**src/rtl/mips_cpu_bus_arbiter.sv**
```systemverilog
// Round-robin arbiter sharing one Avalon-MM bus port between instruction fetch
// and load/store, with a stall watchdog that aborts hung transfers.
module mips_cpu_bus_arbiter #(
  parameter int TIMEOUT_CYCLES = 1024,
  parameter int TW             = 11
) (
  input  logic        clk,
  input  logic        reset,
  input  logic        if_read,
  input  logic [31:0] if_address,
  output logic [31:0] if_readdata,
  output logic        if_waitrequest,
  input  logic        d_read,
  input  logic        d_write,
  input  logic [31:0] d_address,
  input  logic [31:0] d_writedata,
  input  logic [3:0]  d_byteenable,
  output logic [31:0] d_readdata,
  output logic        d_waitrequest,
  output logic [31:0] mem_address,
  output logic        memread,
  output logic        memwrite,
  output logic [31:0] memwritedata,
  output logic [3:0]  byteenable,
  input  logic        waitrequest,
  input  logic [31:0] memreaddata,
  output logic        bus_error,
  output logic        grant_d
);

  typedef enum logic [1:0] {IDLE, GNT_I, GNT_D} state_t;

  state_t        r_state;
  logic          r_last_d;
  logic [TW-1:0] r_cnt;
  logic          r_memread;
  logic          r_memwrite;
  logic [31:0]   r_addr;
  logic [31:0]   r_wdata;
  logic [3:0]    r_be;
  logic          r_grant_d;

  logic w_if_req;
  logic w_d_req;
  logic w_pick_d;
  logic w_busy;
  logic w_timeout;
  logic w_done;

  assign w_if_req  = if_read;
  assign w_d_req   = d_read | d_write;
  // On a tie the port that did not win last time gets the bus.
  assign w_pick_d  = w_d_req & (~w_if_req | ~r_last_d);
  assign w_busy    = (r_state != IDLE);
  assign w_timeout = w_busy & waitrequest & (r_cnt == TW'(TIMEOUT_CYCLES - 1));
  assign w_done    = w_busy & (~waitrequest | w_timeout);

  always_ff @(posedge clk or posedge reset) begin
    if (reset) begin
      r_state    <= IDLE;
      r_last_d   <= 1'b1;
      r_cnt      <= '0;
      r_memread  <= 1'b0;
      r_memwrite <= 1'b0;
      r_addr     <= '0;
      r_wdata    <= '0;
      r_be       <= '0;
      r_grant_d  <= 1'b0;
    end else begin
      case (r_state)
        IDLE: begin
          if (w_if_req | w_d_req) begin
            r_cnt <= '0;
            if (w_pick_d) begin
              r_state    <= GNT_D;
              r_grant_d  <= 1'b1;
              r_addr     <= d_address;
              r_wdata    <= d_writedata;
              r_be       <= d_byteenable;
              r_memwrite <= d_write;
              r_memread  <= ~d_write;
            end else begin
              r_state    <= GNT_I;
              r_grant_d  <= 1'b0;
              r_addr     <= if_address;
              r_wdata    <= '0;
              r_be       <= 4'hF;
              r_memwrite <= 1'b0;
              r_memread  <= 1'b1;
            end
          end
        end
        GNT_I, GNT_D: begin
          if (w_done) begin
            r_state    <= IDLE;
            r_last_d   <= (r_state == GNT_D);
            r_memread  <= 1'b0;
            r_memwrite <= 1'b0;
            r_grant_d  <= 1'b0;
          end else if (waitrequest) begin
            r_cnt <= r_cnt + TW'(1);
          end
        end
        default: begin
          r_state    <= IDLE;
          r_memread  <= 1'b0;
          r_memwrite <= 1'b0;
          r_grant_d  <= 1'b0;
        end
      endcase
    end
  end

  assign mem_address    = r_addr;
  assign memread        = r_memread;
  assign memwrite       = r_memwrite;
  assign memwritedata   = r_wdata;
  assign byteenable     = r_be;
  assign grant_d        = r_grant_d;
  assign bus_error      = w_timeout;

  // An aborted transfer returns zero instead of whatever the stalled bus shows.
  assign if_readdata    = w_timeout ? 32'h0 : memreaddata;
  assign d_readdata     = w_timeout ? 32'h0 : memreaddata;
  assign if_waitrequest = ~((r_state == GNT_I) & w_done);
  assign d_waitrequest  = ~((r_state == GNT_D) & w_done);

endmodule

```
**config.mk**
```make
export PLATFORM = sky130hd
export DESIGN_NAME = mips_cpu_bus_arbiter
export DESIGN_NICKNAME = d
export VERILOG_FILES = /design/src/rtl/mips_cpu_bus_arbiter.sv
export SDC_FILE = /design/constraint.sdc
export NUM_CORES = 1
export LEC_CHECK = 0
export BUFFER_PORTS_ARGS = -buffer_cell sky130_fd_sc_hd__clkbuf_2
export CAP_MARGIN = 20
export CORE_AREA = 2 2 106 108
export CTS_CLUSTER_SIZE = 30
export DETAILED_ROUTE_END_ITERATION = 10
export DIE_AREA = 0 0 108 110
export GPL_TIMING_DRIVEN = 0
export HOLD_SLACK_MARGIN = 0.03
export PLACE_DENSITY = 0.84
export SLEW_MARGIN = 15
export SYNTH_ARGS = -nofsm -noshare
export SYNTH_HDL_FRONTEND = slang
export SYNTH_SLANG_ARGS = --single-unit
```
**constraint.sdc**
```tcl
create_clock -name clk -period 6.7 [get_ports clk]
set_clock_uncertainty 0.1 [all_clocks]
set_input_delay 1.005 -clock clk [delete_from_list [all_inputs] [get_ports clk]]
set_output_delay 1.005 -clock clk [all_outputs]
set_load 0.02 [all_outputs]
```
Yosys cells after proc, flatten, opt, wreduce, memory -nomap -nowiden

Index checks and enable logic that the tools add are counted.

Bits in latches: 0
Logic and storage cells: 63
RAM bits: 0
Memories kept: 0
Input bits: 138
Register bits: 85
Output and inout bits: 138
Bits in read-only memories: 0

Eq/ne operators: 7
Muxes and demuxes: 22
Reduce and logical (&&, ||, !) cells: 8
Divide/modulo/power cells: 0
Magnitude comparators: 0
$mul: 0
Bitwise gates (word level): 16
Shifts and indexed selects: 0
Add/sub/neg operators: 1

Operator list:

| kind                                                              | number |
|---|---|
| 32-bit 2-to-1 mux                                                 | 3 |
| 11-bit 2-to-1 mux                                                 | 3 |
| 11-bit one-hot mux with 2 select lines                            | 1 |
| 11-bit by 1-bit adder with 11-bit output, second input constant   | 1 |
| 11-bit by 10-bit == test with 1-bit output, second input constant | 1 |
| 2-bit inequality test, second input constant                      | 4 |
| 1-bit 2-to-1 mux                                                  | 7 |
| 1-bit AND                                                         | 6 |
| 2-bit 2-to-1 mux                                                  | 3 |
| 1-bit NOT                                                         | 6 |
| 1-bit one-hot mux with 2 select lines                             | 3 |
| 2-bit AND reduction                                               | 3 |
| 4-bit 2-to-1 mux                                                  | 1 |
| 1-bit bitwise OR                                                  | 4 |
| 2-bit one-hot mux with 2 select lines                             | 1 |
| 4-bit AND reduction                                               | 1 |
| 2-bit nonzero test                                                | 2 |
| 2-bit by 1-bit == test with 1-bit output, second input constant   | 1 |
| 2-bit == test, second input constant                              | 1 |
| 2-bit logical NOT                                                 | 1 |
| 2-bit OR reduction                                                | 1 |

Logic depth before layout (Yosys ltp)

Depth in word-level cells: 7
Mapped depth: 8
Gate-level depth less buffers: 6

Least setup slack after synthesis

OpenSTA, ideal clock, no wires.

Kind: flip-flop to output port
From: register r_state[1]
To: output if_readdata[22]
Setup slack: 3.568 ns
Stages on the path, launching flop included: 8
Arrival: 2.027 ns
Cell sequence: dfrtp_1 -> inv_1 -> ha_1 -> clkbuf_1 -> or4b_4 -> buf_6 -> and2_4 -> buf_4

Word-level cells in the longest chain between the ends: 4

RTL lines:

| element                 | RTL line | RTL |
|---|---|---|
| from (decl)             | 33       | `state_t r_state;` |
| from (signal assigned)  | 60       | `r_state <= IDLE;` |
| from (signal assigned)  | 75       | `r_state <= GNT_D;` |
| from (signal assigned)  | 83       | `r_state <= GNT_I;` |
| 2-bit nonzero test      | 54       | `assign w_busy = (r_state != IDLE);` |
| 1-bit AND (2 in series) | 55       | `assign w_timeout = w_busy & waitrequest & (r_cnt == TW'(TIMEOUT_CYCLES - 1));` |
| 32-bit 2-to-1 mux       | n/a      |  |
| to (decl)               | 11       | `output logic [31:0] if_readdata,` |

No other way between the ends.

Worst setup path in the final report

From: register r_state[1]
To: output if_readdata[7]

Word-level cells in the longest chain between the ends: 4

RTL lines:

| element                 | RTL line | RTL |
|---|---|---|
| 2-bit nonzero test      | 54       |  |
| 1-bit AND (2 in series) | 55       |  |
| 32-bit 2-to-1 mux       | 123      | `assign if_readdata = w_timeout ? 32'h0 : memreaddata;` |

No other way between the ends.

==> metrics.md <==
| Metric | Value |
|---|---|
| Die area | `11880 um^2` |
| Setup TNS | `0 ns` |
| Sequential-to-total area share from yosys stat | `0.4930` |
| # diodes | `0` |
| Number of detailed-routing iterations run before antenna repair | `4` |
| First-pass GRT wire length | `20.80 mm` |
| Commonest non-fill, non-tap cells in the layout | `275 x clkbuf_2, 83 x dfrtp_1, 43 x nand2_1` |
| Die H | `110 um` |
| Routability cong. | `0.8627` |
| R2R depth | `8` |
| Slew @ Worst Pin | `0.8879 ns` |
| Slew HR | `0.4081` |
| Netlist Area Pre-Place | `4267 um^2` |
| Most common cell after layout, fill and taps aside | `clkbuf_2` |
| Hold buffer count at cts | `0` |
| Final-report setup violation count | `0` |
| GRT overflow | `0` |
| Worst-skew pair later-pin latency | `0.37 ns` |
| PD cells | `416.5 nW/um^2` |
| Min Hold Slack | `0.3884 ns` |
| Tmin final | `3.718 ns` |
| Final Hold Fails | `0` |
| Crit Path Class | `reg2out` |
| Initial antenna violation count | `1` |
| Clock Sinks | `84` |
| RSZ-0062 raised after global routing | `no` |
| DPL Wire Length | `11.14 mm` |
| Fmax | `269.0 MHz` |
| Mapped Nets | `541` |
| Maximum clock path buffer count | `2` |
| Nets | `828` |
| Die Wd | `108 um` |
| Hold Crit Class | `reg2reg` |
| Hold depth | `2` |
| Initial Utilization | `0.3988` |
| IO Count | `276` |
| Max-slew violations | `0` |
| H-tree levels | `3` |
| Number of routed nets with antenna violations | `0` |
| Design Area, Final | `6033 um^2` |
| Number of buffers added on ports | `275` |
| Synth Instances | `399` |
| Overall routed net length | `13.86 mm` |
| Clk slew on worst S/H paths | `0.09 ns` |
| Final period utilization | `0.5549` |
| Number of global-route vias before repair | `4088` |
| CTS root buffer | `clkbuf_8` |
| CP required | `5.59 ns` |
| Startpoint Class | `flip-flop` |
| Post-CTS Repair Setup Buffers | `0` |
| Vias/cell | `5.058` |
| Post-Layout Cell Count | `831` |
| Register bit total from synthesis | `84` |
| Ys flop type | `dfrtp_1` |
| CTS tree | `done` |
| Number of max-cap violations | `0` |
| Layout area overhead | `41.41%` |
| Total track usage | `0.2310` |
| Status | `finished, final reports clean` |
| Post-synthesis async set-or-reset flop share | `1.000` |
| Average size of a mapped cell | `10.69 um^2` |
| Arr. time, crit path | `2.61 ns` |
| Number of synthesized flops with an enable pin | `0` |
| DR iter-0 viols | `177` |
| Post-route DRC | `0` |
| Placement Rows | `38` |
| Largest net degree at the start of global routing | `51` |
| Yosys cell types | `44` |
| Placed Cells | `815` |
| Routed len/inst | `16.68 um` |
| YS warnings | `0` |
| Setup crit end kind | `output port` |
| Placed Area | `5853 um^2` |
| Total CTS buffers | `9` |
| Peak VDD IR | `0.2747 mV` |
| Via count | `4203` |
| Leakage | `3.357 nW` |
| Share of layout cells above drive strength 1 | `0.5427` |
| Worst Path Max Fanout | `10` |
| Post-CTS sizing | `0` |
| Core area | `10700 um^2` |
critical path, stage by stage (launching register included):
cell,delay (ns)
dfrtp_1,0.41
inv_1,0.08
ha_1,0.24
clkbuf_1,0.26
or4b_4,0.65
buf_6,0.17
and2_4,0.16
buf_4,0.12
clkbuf_2,0.16
final timing paths:
| kind | startpoint | endpoint | slack (ns) |
|---|---|---|---|
| max | r_state[1] | if_readdata[7] | 2.98 |
| min | mem_address[26] | mem_address[26] | 0.39 |
| max reg2reg | r_state[1] | mem_address[12] | 4.15 |
| min reg2reg | mem_address[26] | mem_address[26] | 0.39 |
| max in group asynchronous | reset | mem_address[31] | 5.36 |
| min in group asynchronous | reset | mem_address[15] | 0.54 |
registers in the layout, indices dropped and copies added (netlist names):
signal        count
r_last_d          1
r_state           2
byteenable        4
memwritedata     32
memwrite          1
memread           1
mem_address      32
r_cnt            11
per-stage QoR:
stage	setup slack [ns]	utilization	power [mW]
global placement	2.584	0.5439	2.131
global route	2.818	0.5640	2.691
detailed placement	3.315	0.5471	2.186
finish	2.982	0.5640	2.513
floorplan	3.432	-	1.688
CTS	2.978	0.5640	2.529
power breakdown:
group | switching, mW | total, mW | internal (mW)
Combinational | 0.834 | 1.30 | 0.466
Clock | 0.203 | 0.343 | 0.140
Sequential | 0.140 | 0.869 | 0.730
Total | 1.18 | 2.51 | 1.34
Yosys cell counts, drive strengths merged, types with 5 or more instances:
| master | n | area (um^2) |
|---|---|---|
| dfrtp | 83 | 2077 |
| buf | 46 | 332.8 |
| nand2 | 43 | 161.4 |
| o21ai | 36 | 180.2 |
| and2 | 35 | 291.5 |
| a22o | 33 | 289.0 |
| mux2i | 33 | 330.3 |
| clkbuf | 13 | 48.80 |
| inv | 11 | 41.29 |
| nand3 | 9 | 45.04 |
| nand4 | 5 | 31.28 |
metal layers:
layer	global-route usage	share of wire
met4	0.1099	0.037
met5	0	0.0011
met3	0.06408	0.089
met1	0.2543	0.36
met2	0.4133	0.51
logic make-up (layout without fill, tap and decap cells):
family / count (synthesis) / in the layout / share of synthesized area
adders and majority gates: 4 / 4 / 0.01173
buffers and inverters: 70 / 362 / 0.09912
muxes: 34 / 34 / 0.08006
and+or+nand+nor: 108 / 108 / 0.1507
AOI/OAI and AO/OA: 99 / 99 / 0.1654
DFF: 84 / 84 / 0.4930
area by class of cell:
type                            count  area [um^2]
Sequential cell                    84         2103
Tap cell                          140        175.2
Clock inverter                      7        56.30
Clock buffer                        9        123.9
Buffer                             59        381.6
Inverter                           11        43.79
Fill cell                         932         4664
Multi-Input combinational cell    245         1745
Timing Repair Buffer              276         1404
(Power assumes the default switching activity.)
